--- config.mk ---
export PLATFORM = sky130hd
export DESIGN_NAME = video_stream_sink
export DESIGN_NICKNAME = d
export VERILOG_FILES = /design/src/rtl/video_stream_sink.sv
export SDC_FILE = /design/constraint.sdc
export NUM_CORES = 1
export LEC_CHECK = 0
export BUFFER_PORTS_ARGS = -buffer_cell sky130_fd_sc_hd__buf_2
export CORE_MARGIN = 2
export CORE_UTILIZATION = 53
export DETAILED_ROUTE_END_ITERATION = 16
export GPL_TIMING_DRIVEN = 0
export MAX_ROUTING_LAYER = met4
export PLACE_DENSITY = 0.79
export REMOVE_ABC_BUFFERS = 1
export SYNTH_ARGS = -nofsm -noshare
export SYNTH_HDL_FRONTEND = slang
export SYNTH_SLANG_ARGS = --single-unit
--- constraint.sdc ---
create_clock -name clock -period 4 [get_ports clock]
set_input_delay 0.4 -clock clock [delete_from_list [all_inputs] [get_ports clock]]
set_output_delay 0.4 -clock clock [all_outputs]
set_load 0.05 [all_outputs]
--- src/rtl/video_stream_sink.sv ---
// Avalon-ST RGB565 pixel sink: frames the stream by SOP/EOP and writes each
// pixel to a word-addressed frame buffer, counting frames and framing errors.
module video_stream_sink #(
    parameter int WIDTH  = 640,
    parameter int HEIGHT = 480,
    parameter int DATA_W = 16,
    parameter int ADDR_W = 19
) (
    input  logic              clock,
    input  logic              reset_n,
    input  logic [DATA_W-1:0] sink_data,
    input  logic              sink_valid,
    input  logic              sink_startofpacket,
    input  logic              sink_endofpacket,
    output logic              sink_ready,
    output logic [ADDR_W-1:0] mem_address,
    output logic [DATA_W-1:0] mem_writedata,
    output logic              mem_write,
    input  logic              mem_waitrequest,
    output logic              frame_done,
    output logic [15:0]       frame_count,
    output logic [7:0]        err_count,
    output logic              busy
);

    localparam int NPIX = WIDTH * HEIGHT;
    localparam logic [ADDR_W-1:0] LAST = ADDR_W'(NPIX - 1);

    typedef enum logic {IDLE, RECV} state_t;

    state_t            state, state_d;
    logic [ADDR_W-1:0] addr, addr_d, cur;
    logic              last_pending, last_d;
    logic              accept, wr_done, load, err_inc;
    logic              orphan, restart, is_last, good_end, bad_end;

    assign sink_ready = !mem_write || !mem_waitrequest;
    assign accept     = sink_valid && sink_ready;
    assign wr_done    = mem_write && !mem_waitrequest;
    assign frame_done = wr_done && last_pending;
    assign busy       = (state == RECV) || mem_write;

    // SOP always rewinds to pixel 0, whichever state it arrives in
    assign cur      = sink_startofpacket ? '0 : addr;
    assign is_last  = (cur == LAST);
    assign orphan   = (state == IDLE) && !sink_startofpacket;
    assign restart  = (state == RECV) && sink_startofpacket;
    assign good_end = !orphan && !restart && sink_endofpacket && is_last;
    assign bad_end  = !orphan && !restart
                      && (sink_endofpacket != is_last);

    always_comb begin
        state_d = state;
        addr_d  = addr;
        load    = 1'b0;
        last_d  = 1'b0;
        err_inc = 1'b0;
        if (accept) begin
            unique case (1'b1)
                orphan: begin
                    err_inc = 1'b1;
                end
                restart: begin
                    load    = 1'b1;
                    err_inc = 1'b1;
                    state_d = RECV;
                    addr_d  = ADDR_W'(1);
                end
                good_end: begin
                    load    = 1'b1;
                    last_d  = 1'b1;
                    state_d = IDLE;
                end
                bad_end: begin
                    load    = 1'b1;
                    err_inc = 1'b1;
                    state_d = IDLE;
                end
                default: begin
                    load    = 1'b1;
                    state_d = RECV;
                    addr_d  = cur + ADDR_W'(1);
                end
            endcase
        end
    end

    always_ff @(posedge clock) begin
        if (!reset_n) begin
            state         <= IDLE;
            addr          <= '0;
            mem_write     <= 1'b0;
            mem_address   <= '0;
            mem_writedata <= '0;
            last_pending  <= 1'b0;
            frame_count   <= '0;
            err_count     <= '0;
        end else begin
            state <= state_d;
            addr  <= addr_d;
            if (load) begin
                mem_write     <= 1'b1;
                mem_address   <= cur;
                mem_writedata <= sink_data;
                last_pending  <= last_d;
            end else if (wr_done) begin
                mem_write    <= 1'b0;
                last_pending <= 1'b0;
            end
            if (frame_done)
                frame_count <= frame_count + 16'd1;
            if (err_inc && err_count != 8'hFF)
                err_count <= err_count + 8'd1;
        end
    end

endmodule

### Word level (Yosys, flattened, before mapping)

Index checks and enable logic that the tools add are counted.

| cells by class | value |
|---|---|
| $add $sub $neg | 3 |
| bitwise gates (word level) | 3 |
| eq/ne operators | 3 |
| muxes and demuxes | 12 |
| reductions and logical operators | 23 |

Operators with widths:

| operator | count |
|---|---|
| $pmux W19 S2 | 1 |
| $add A19 B1 Y19 const B | 1 |
| $eq A19 B19 Y1 const B | 1 |
| $mux W19 | 1 |
| $add A16 B1 Y16 const B | 1 |
| $logic_and A1 B1 Y1 | 10 |
| $mux W1 | 9 |
| $add A8 B1 Y8 const B | 1 |
| $ne A8 B8 Y1 const B | 1 |
| $reduce_or A3 Y1 | 2 |
| $logic_not A1 Y1 | 5 |
| $reduce_and A2 Y1 | 2 |
| $not A1 Y1 | 3 |
| $logic_or A1 B1 Y1 | 2 |
| $pmux W1 S2 | 1 |
| $reduce_bool A2 Y1 | 1 |
| $reduce_or A2 Y1 | 1 |
| $ne A1 B1 Y1 | 1 |

| word-level totals | value |
|---|---|
| logic and storage cells | 52 |
| input port bits | 22 |
| register bits after elaboration | 81 |
| output and inout port bits | 63 |

### Depth between registers and ports, before layout

Gate-level depths: netlist of the first run.

| depth | value |
|---|---|
| depth in word-level cells | 9 |
| depth in mapped cells | 10 |
| depth with buffers taken out | 8 |

### Worst setup path after synthesis of the first run

No wires, ideal clock.

| path | value |
|---|---|
| path kind | in2reg |
| start | input port sink_startofpacket |
| end | register err_count[7] |
| path buffers | 2 |
| arrival | 3.057 ns |
| setup slack | 0.873 ns |
| required time | 3.930 ns |
| library setup time | 0.070 ns |
| stages | 10 |
| cell sequence | buf_1 nor2b_1 ha_1 nand3_2 or4_4 or3_1 a31o_1 buf_6 or4_1 a21oi_1 |

| between the ends | value |
|---|---|
| elaborated cells between the ends (all ways) | 14 |
| those cells by class | eq/ne (2); mux (3); reduce/logical (9) |

RTL lines:

| what | RTL line | RTL |
|---|---|---|
| from (decl) | 13 | `input logic sink_startofpacket,` |
| $mux W19 | 44 | `assign cur = sink_startofpacket ? '0 : addr;` |
| net cur[0] | 32 | `logic [ADDR_W-1:0] addr, addr_d, cur;` |
| $eq A19 B19 Y1 | 45 | `assign is_last = (cur == LAST);` |
| $ne A1 B1 Y1 | 50 | `&& (sink_endofpacket != is_last);` |
| $logic_and A1 B1 Y1 | 50 |  |
| $reduce_or A3 Y1 (no line) | -- |  |
| $mux W1 | 59 | `unique case (1'b1)` |
| $mux W1 | 58 | `if (accept) begin` |
| $logic_and A1 B1 Y1 | 112 | `if (err_inc && err_count != 8'hFF)` |
| to (signal assigned) | 113 | `err_count <= err_count + 8'd1;` |
| to (decl) | 22 | `output logic [7:0] err_count,` |

The timed path passes the listed nets, and every way through them passes these cells.
A chain may end at the register's enable or synchronous reset.

### Worst setup path after layout of the first run

| path | value |
|---|---|
| start | register addr[0] |
| end | register addr[11] |

| between the ends | value |
|---|---|
| word-level cells in the longest chain between the ends | 7 |
| elaborated cells between the ends (all ways) | 10 |
| those cells by class | add/sub (1); eq/ne (2); mux (2); bitwise (1); reduce/logical (4) |

RTL lines:

| what | RTL line | RTL |
|---|---|---|
| from (decl) | 32 |  |
| from (signal assigned) | 100 | `addr <= addr_d;` |
| $mux W19 * | 44 |  |
| net cur[0] | 32 |  |
| parallel branches: the longest is 6 deep, another holds $add A19 B1 Y19 | -- |  |

Mark *: on every way through the listed nets, which the timed path passes.

==> run_results.csv, run 1 <==
group,metric,value,unit
routing,drtIter0Drc,213,
sta,worst_slew_margin_rel,27.7,%
clocking,hold_buffers,0,
die,dieHeight,86.5,µm
sta,drv_slew,0,
yosys,mappedNetlistArea,0.00360,mm²
yosys,syn_inst,448,
sta,fmax,284,MHz
die,core,0.00668,mm²
worst_setup_path,critPathRequiredTime,4210,ps
cells_and_area,nFillCells,626,
place,gp_congestion,0.888,
routing,vias,3427,
yosys,ys_top_cells_by_area,"dfxtp_1 (45%), a21oi_1 (9.2%), nand2_1 (7.8%)",
die,initial_core_util,54.0,%
sta,rsz0062_at_grt,"no",
worst_setup_path,cp-start-kind,"flip-flop",
power_and_ir_drop,leakagePower,1.66,nW
sta,finalHoldViolations,0,
clocking,clkSinkCount,81,
die,die_x,86.5,µm
yosys,syn_avg_cell_area,8.05,µm²
cells_and_area,fin_cells,604,
sta,skew,8.14,ps
die,io-pin-count,85,
yosys,synth-seq-cells,81,
clocking,tritoncts,"built",
cells_and_area,syn_to_final_growth,18.8,%
yosys,synth_top_area_share,45.0,%
clocking,htree_levels,3,
place,place_inst,589,
place,placed_area,0.00406,mm²
yosys,synth_cell_type_count,48,
worst_setup_path,critical-path-top-delay-family,"simple AND/OR/NAND/NOR gates",
grt,antenna_found_initial,0,
routing,viasPerCell,5.67,
worst_setup_path,crit_path_max_incr_delay,890,ps
worst_setup_path,path_buf_inv,1,
run_status,outcome,"complete, no violations",
routing,drcViolationCount,0,
routing,first_pass_iters,5,
sta,layout_min_cycle_time,3520,ps
grt,grt_pass1_vias,2992,
grt,grt_pass1_wl,13.4,mm
yosys,yosys.area.top_type,"dfxtp_1",
power_and_ir_drop,p_per_area,387,mW/mm²
sta,setup_viol,0,
cells_and_area,diodes,0,
clocking,cts_max_path_buffers,2,
place,dp_slack,200,ps
worst_setup_path,path_cells,"nor2b_1 -> ha_1 -> nand3_2 -> or4_4 -> o211ai_1 -> buf_4 -> nand2b_1 -> or3b_2 -> a21oi_1",
power_and_ir_drop,vdd_drop_max,0.000215,V
worst_setup_path,slowest_stage,"o211ai_1",
routing,routed_wl,8.18,mm
worst_hold_path,hold_path.class,"in -> reg",
worst_setup_path,cp.arrival,3730,ps
yosys,ys.flop_type,"dfxtp_1",
clocking,post_cts_buffers,0,
yosys,synth-async-reset-ratio,0,%
sta,tns,0,ps
cells_and_area,fin_nets,547,
clocking,cts_made_buffers,9,
clocking,path_clk_slew,80,ps
yosys,ys_seq_area_share,45.0,%
clocking,clk_latency,340,ps
yosys,synth-edff-count,0,
worst_setup_path,crit_fanout,14,
cells_and_area,layout-drive-gt1-share,22.7,%
clocking,post_cts_resize_count,0,
grt,grt-ovfl-total,0,
sta,tightest_slew,1080,ps
die,rows,30,
run,cap_violations,0,
grt,grt_max_degree,48,
sta,fin_crit_sh,87.9,%
worst_setup_path,path_class,"reg -> reg",
die,die_area,0.00748,mm²
place,io_buffers,84,
grt,grtUsageTotal,22.3,%
cells_and_area,stdcell_area,0.00428,mm²
worst_setup_path,cp-end-kind,"flip-flop",
sta,timing.hold.ws,286,ps
place,place_hpwl,5.48,mm
yosys,ys_warn_count,0,
clocking,root_buffer,"clkbuf_8",
sta,layout_setup_ws,484,ps
routing,drtAntennaViolNets,0,
routing,routedWlPerCell,13.5,µm
area by class of cell:
type | instances | area [µm²] | share of cell area (%)
timing repair buffer | 87 | 475 | 11.1
sequential | 81 | 1620 | 37.9
inverter | 6 | 22.5 | 0.526
multi-input combinational | 335 | 1840 | 43.1
tap | 80 | 100 | 2.34
clock inverter | 5 | 80.1 | 1.87
clock buffer | 10 | 138 | 3.21
cell usage in the layout (no fill, tap or decap), types with 8 or more instances in the layout:
| cell type | synthesis | layout |
|---|---|---|
| o21ai_0 | 18 | 18 |
| clkbuf_8 | 0 | 10 |
| dfxtp_1 | 81 | 81 |
| a31oi_1 | 8 | 8 |
| a21oi_1 | 66 | 66 |
| nand2_1 | 75 | 75 |
| nand3_1 | 28 | 28 |
| buf_2 | 1 | 84 |
| or3_1 | 12 | 12 |
| nor2_1 | 33 | 32 |
kinds of logic after synthesis:
group	after synthesis	share of synthesized area, %
fa+ha+maj	5	1.74
compound gates	111	17.2
xor+xnor	12	2.92
flops	81	45.0
simple gates	204	28.4
mux	3	0.833
buf+inv	32	3.92
power breakdown:
part | total, mW | internal, mW | switching, mW
clock | 0.651 | 0.364 | 0.287
combinational | 0.175 | 0.0477 | 0.128
sequential | 0.828 | 0.820 | 0.00896
stage by stage:
step / power, mW / utilization (%)
global route: 1.72 / 64.1
finish: 1.65 / 64.1
global placement: 1.01 / 60.0
floorplan: 0.963 / -
detailed placement: 1.02 / 60.8
CTS: 1.67 / 64.1
flip-flops by register name (all words and copies together), names as in the netlist:
register,flops
mem_address,19
state,1
last_pending,1
err_count,8
mem_write,1
mem_writedata,16
frame_count,16
addr,19
Yosys cell counts, types with 6 or more instances:
cell type	instances
xnor2_1	6
inv_1	6
xor2_1	6
a31oi_1	8
o21ai_0	18
nor2b_1	6
o31ai_1	6
nand4_1	6
a21oi_1	66
nand2_1	75
nor2_1	33
or3_1	12
dfxtp_1	81
nand3_1	28
clkbuf_1	20
per-layer routing:
layer | GRT usage [%] | part of all wire (%) | up-vias | wire length (µm)
li1 | - | - | 1709 | -
met1 | 29.1 | 46 | 1618 | 3740
met2 | 35.7 | 48 | 94 | 3970
met3 | 3.90 | 5.5 | 6 | 452
met4 | 6.68 | 0.33 | 0 | 27
met5 | - | 0 | - | 0
worst reg2reg max path, delay by kind of cell (launching register included):
| family | cells | cell delay, ps |
|---|---|---|
| AO/OA/AOI/OAI | 2 | 940 |
| adder cells (fa/ha/maj) | 1 | 320 |
| buffers and inverters | 1 | 340 |
| flip-flops | 1 | 350 |
| AND/OR/NAND/NOR | 5 | 1450 |
path summary, 6_finish.rpt:
kind / from / to / depth (start not counted) / slack [ps]
max: addr[0] / addr[11] / 9 / 480
min reg2reg: mem_address[12] / mem_address[12] / 2 / 450
max reg2reg: addr[0] / addr[11] / 9 / 480
min: sink_data[8] / mem_writedata[8] / 3 / 290
(Power assumes the default switching activity.)
==> run 2: changes to the inputs <==
--- a/config.mk
+++ b/config.mk
@@ -7,11 +7,11 @@
 export LEC_CHECK = 0
 export BUFFER_PORTS_ARGS = -buffer_cell sky130_fd_sc_hd__buf_2
 export CORE_MARGIN = 2
-export CORE_UTILIZATION = 53
+export CORE_UTILIZATION = 48
 export DETAILED_ROUTE_END_ITERATION = 16
 export GPL_TIMING_DRIVEN = 0
 export MAX_ROUTING_LAYER = met4
-export PLACE_DENSITY = 0.79
+export PLACE_DENSITY = 0.75
 export REMOVE_ABC_BUFFERS = 1
 export SYNTH_ARGS = -nofsm -noshare
 export SYNTH_HDL_FRONTEND = slang
==> constraint.sdc (replaced) <==
create_clock -name clock -period 2.8 [get_ports clock]
set_input_delay 0.28 -clock clock [delete_from_list [all_inputs] [get_ports clock]]
set_output_delay 0.28 -clock clock [all_outputs]
set_load 0.05 [all_outputs]
==> run 2 against run 1 <==
  * Die area grew 9.9%
  * Design area rose by 3.6%
  * Clock-buffer cell count unchanged
  * Register-to-register slack worse by 380 ps
  * Fmax grew 31%
  * Clock skew fell by 1.1 ps
  * Core utilization is 2.9 points lower
==> run_results.csv, run 2 (same netlist as run 1, synthesis figures left out) <==
group,metric,value,unit
run_status,outcome,"complete, no violations",
power_and_ir_drop,p_per_area,536,mW/mm²
worst_hold_path,hold_start,"sink_data[13]",
sta,drv_slew,0,
worst_setup_path,cp-start-kind,"flip-flop",
grt,grt_pass1_wl,14.6,mm
worst_setup_path,path_class,"reg -> reg",
power_and_ir_drop,clkPwrFrac,38.9,%
sta,rsz0062_at_grt,"no",
sta,finalHoldViolations,0,
clocking,path_clk_slew,80,ps
grt,grt_pass1_vias,3329,
cells_and_area,diodes,0,
die,die_area,0.00822,mm²
place,io_buffers,84,
run,cap_violations,0,
place,gp_congestion,0.867,
routing,drtIter0Drc,161,
sta,fin_crit_sh,96.2,%
power_and_ir_drop,p_int,1.75,mW
sta,tightest_slew,809,ps
sta,layout_min_cycle_time,2690,ps
sta,setup_viol,0,
routing,viasPerCell,5.44,
sta,worst_slew_margin_rel,45.3,%
sta,fmax,371,MHz
power_and_ir_drop,vdd_drop_max,0.000296,V
power_and_ir_drop,leakagePower,1.72,nW
power_and_ir_drop,switchingPower,0.627,mW
die,rows,31,
routing,routedWlPerCell,13.5,µm
cells_and_area,mostFrequentLayoutCells,"buf_2 (84), dfxtp_1 (79), nand2_1 (75), a21oi_1 (65), nor2_1 (32)",
worst_hold_path,hold_path.class,"in -> reg",
place,place_hpwl,5.59,mm
worst_setup_path,crit-reg2reg-capture,"err_count[4]",
power_and_ir_drop,comb_power_share,11.4,%
cells_and_area,nFillCells,697,
worst_setup_path,cp.arrival,2980,ps
grt,antenna_found_initial,0,
cells_and_area,fin_util,61.1,%
worst_setup_path,cp-end-kind,"flip-flop",
cells_and_area,regArea,0.00163,mm²
sta,skew,7.07,ps
cells_and_area,reg.largest.list,"addr x19, mem_address x19",
cells_and_area,multi_input_area,0.00189,mm²
routing,drcViolationCount,0,
clocking,cts_made_buffers,9,
die,die_x,90.7,µm
worst_hold_path,holdPathStages,3,
grt,grt_max_degree,51,
grt,grt-ovfl-total,0,
worst_setup_path,reg2reg_from,"addr[1]",
die,dieHeight,90.7,µm
clocking,htree_levels,3,
worst_setup_path,critPathRequiredTime,3090,ps
die,initial_core_util,49.7,%
routing,routed_wl,8.60,mm
power_and_ir_drop,p_sw_share,26.4,%
worst_setup_path,ff2ff_setup_slack,110,ps
worst_hold_path,whs_endpoint,"mem_writedata[13]",
die,io-pin-count,85,
clocking,root_buffer,"clkbuf_8",
cells_and_area,fin_nets,559,
sta,timing.hold.ws,149,ps
clocking,cts_max_path_buffers,2,
clocking,hold_buffers,0,
routing,first_pass_iters,4,
cells_and_area,layout-drive-gt1-share,26.1,%
clocking,tritoncts,"built",
cells_and_area,syn_to_final_growth,23.0,%
routing,vias,3458,
worst_setup_path,crit_fanout,9,
cells_and_area,final_common_cell,"buf_2",
routing,drtAntennaViolNets,0,
clocking,clkSinkCount,81,
grt,grtUsageTotal,21.9,%
worst_setup_path,rr_worst_depth,8,
power_and_ir_drop,p_seq_share,49.8,%
die,core,0.00725,mm²
clocking,clk_latency,360,ps
run 2: how the worst max path moves through the flow:
stage | start | to | slack (ps)
after floorplan | mem_write | addr[3] | -1070
after global placement | sink_startofpacket | addr[3] | -3010
after detailed placement | sink_startofpacket | addr[3] | -860
after CTS | sink_startofpacket | addr[3] | 90
after global routing | addr[1] | err_count[4] | 4
final | addr[1] | err_count[4] | 110
run 2: repair_timing:
item | 4_1_cts | 5_1_grt
buffers inserted | 2 | 9
resized for setup | 10 | 5
pin swaps | 2 | 0
setup endpoints to repair | 26 | 6
hold endpoints to repair | 0 | 0
run 2: power by group through the flow:
stage / sequential, mW / clock [mW] / combinational (mW)
6_report: 1.18 / 0.924 / 0.270
5_1_grt: 1.19 / 0.983 / 0.293
4_1_cts: 1.18 / 0.941 / 0.259
3_5_place_dp: 1.21 / 0 / 0.250
3_3_place_gp: 1.21 / 0 / 0.235
2_1_floorplan: 1.27 / 0 / 0.105
run 2: critical path, cell delays in order (launching register included):
cell	delay, ps
dfxtp_4	370
nor2b_4	170
ha_4	180
nand3_2	90
or4_4	480
or3_4	390
a31o_4	270
or4_1	530
a21oi_2	140
run 2: routing by layer:
metal | wire length (µm) | GRT usage, % | share of wire [%]
met4 | 189 | 8.85 | 2.2
met1 | 3700 | 24.3 | 43
met5 | 0 | - | 0
met3 | 382 | 3.59 | 4.4
met2 | 4330 | 39.1 | 50
run 2: per-stage QoR:
step / power (mW) / worst slack (ps) / instances / TNS, ps / area (µm²)
floorplan: 1.38 / -1070 / 422 / -15060 / 3490
global placement: 1.44 / -3010 / 605 / -75820 / 4030
detailed placement: 1.46 / -859 / 609 / -12550 / 4080
CTS: 2.38 / 87.0 / 627 / 0 / 4350
global route: 2.46 / 3.74 / 636 / 0 / 4430
finish: 2.38 / 107 / 636 / 0 / 4430
run 2: final cells by class:
type / instances / share of cell area (%)
Clock inverter: 6 / 1.86
Clock buffer: 10 / 2.88
Inverter: 6 / 0.593
Timing Repair Buffer: 99 / 12.5
Sequential cell: 81 / 36.7
Tap cell: 99 / 2.79
Multi-Input combinational cell: 335 / 42.7
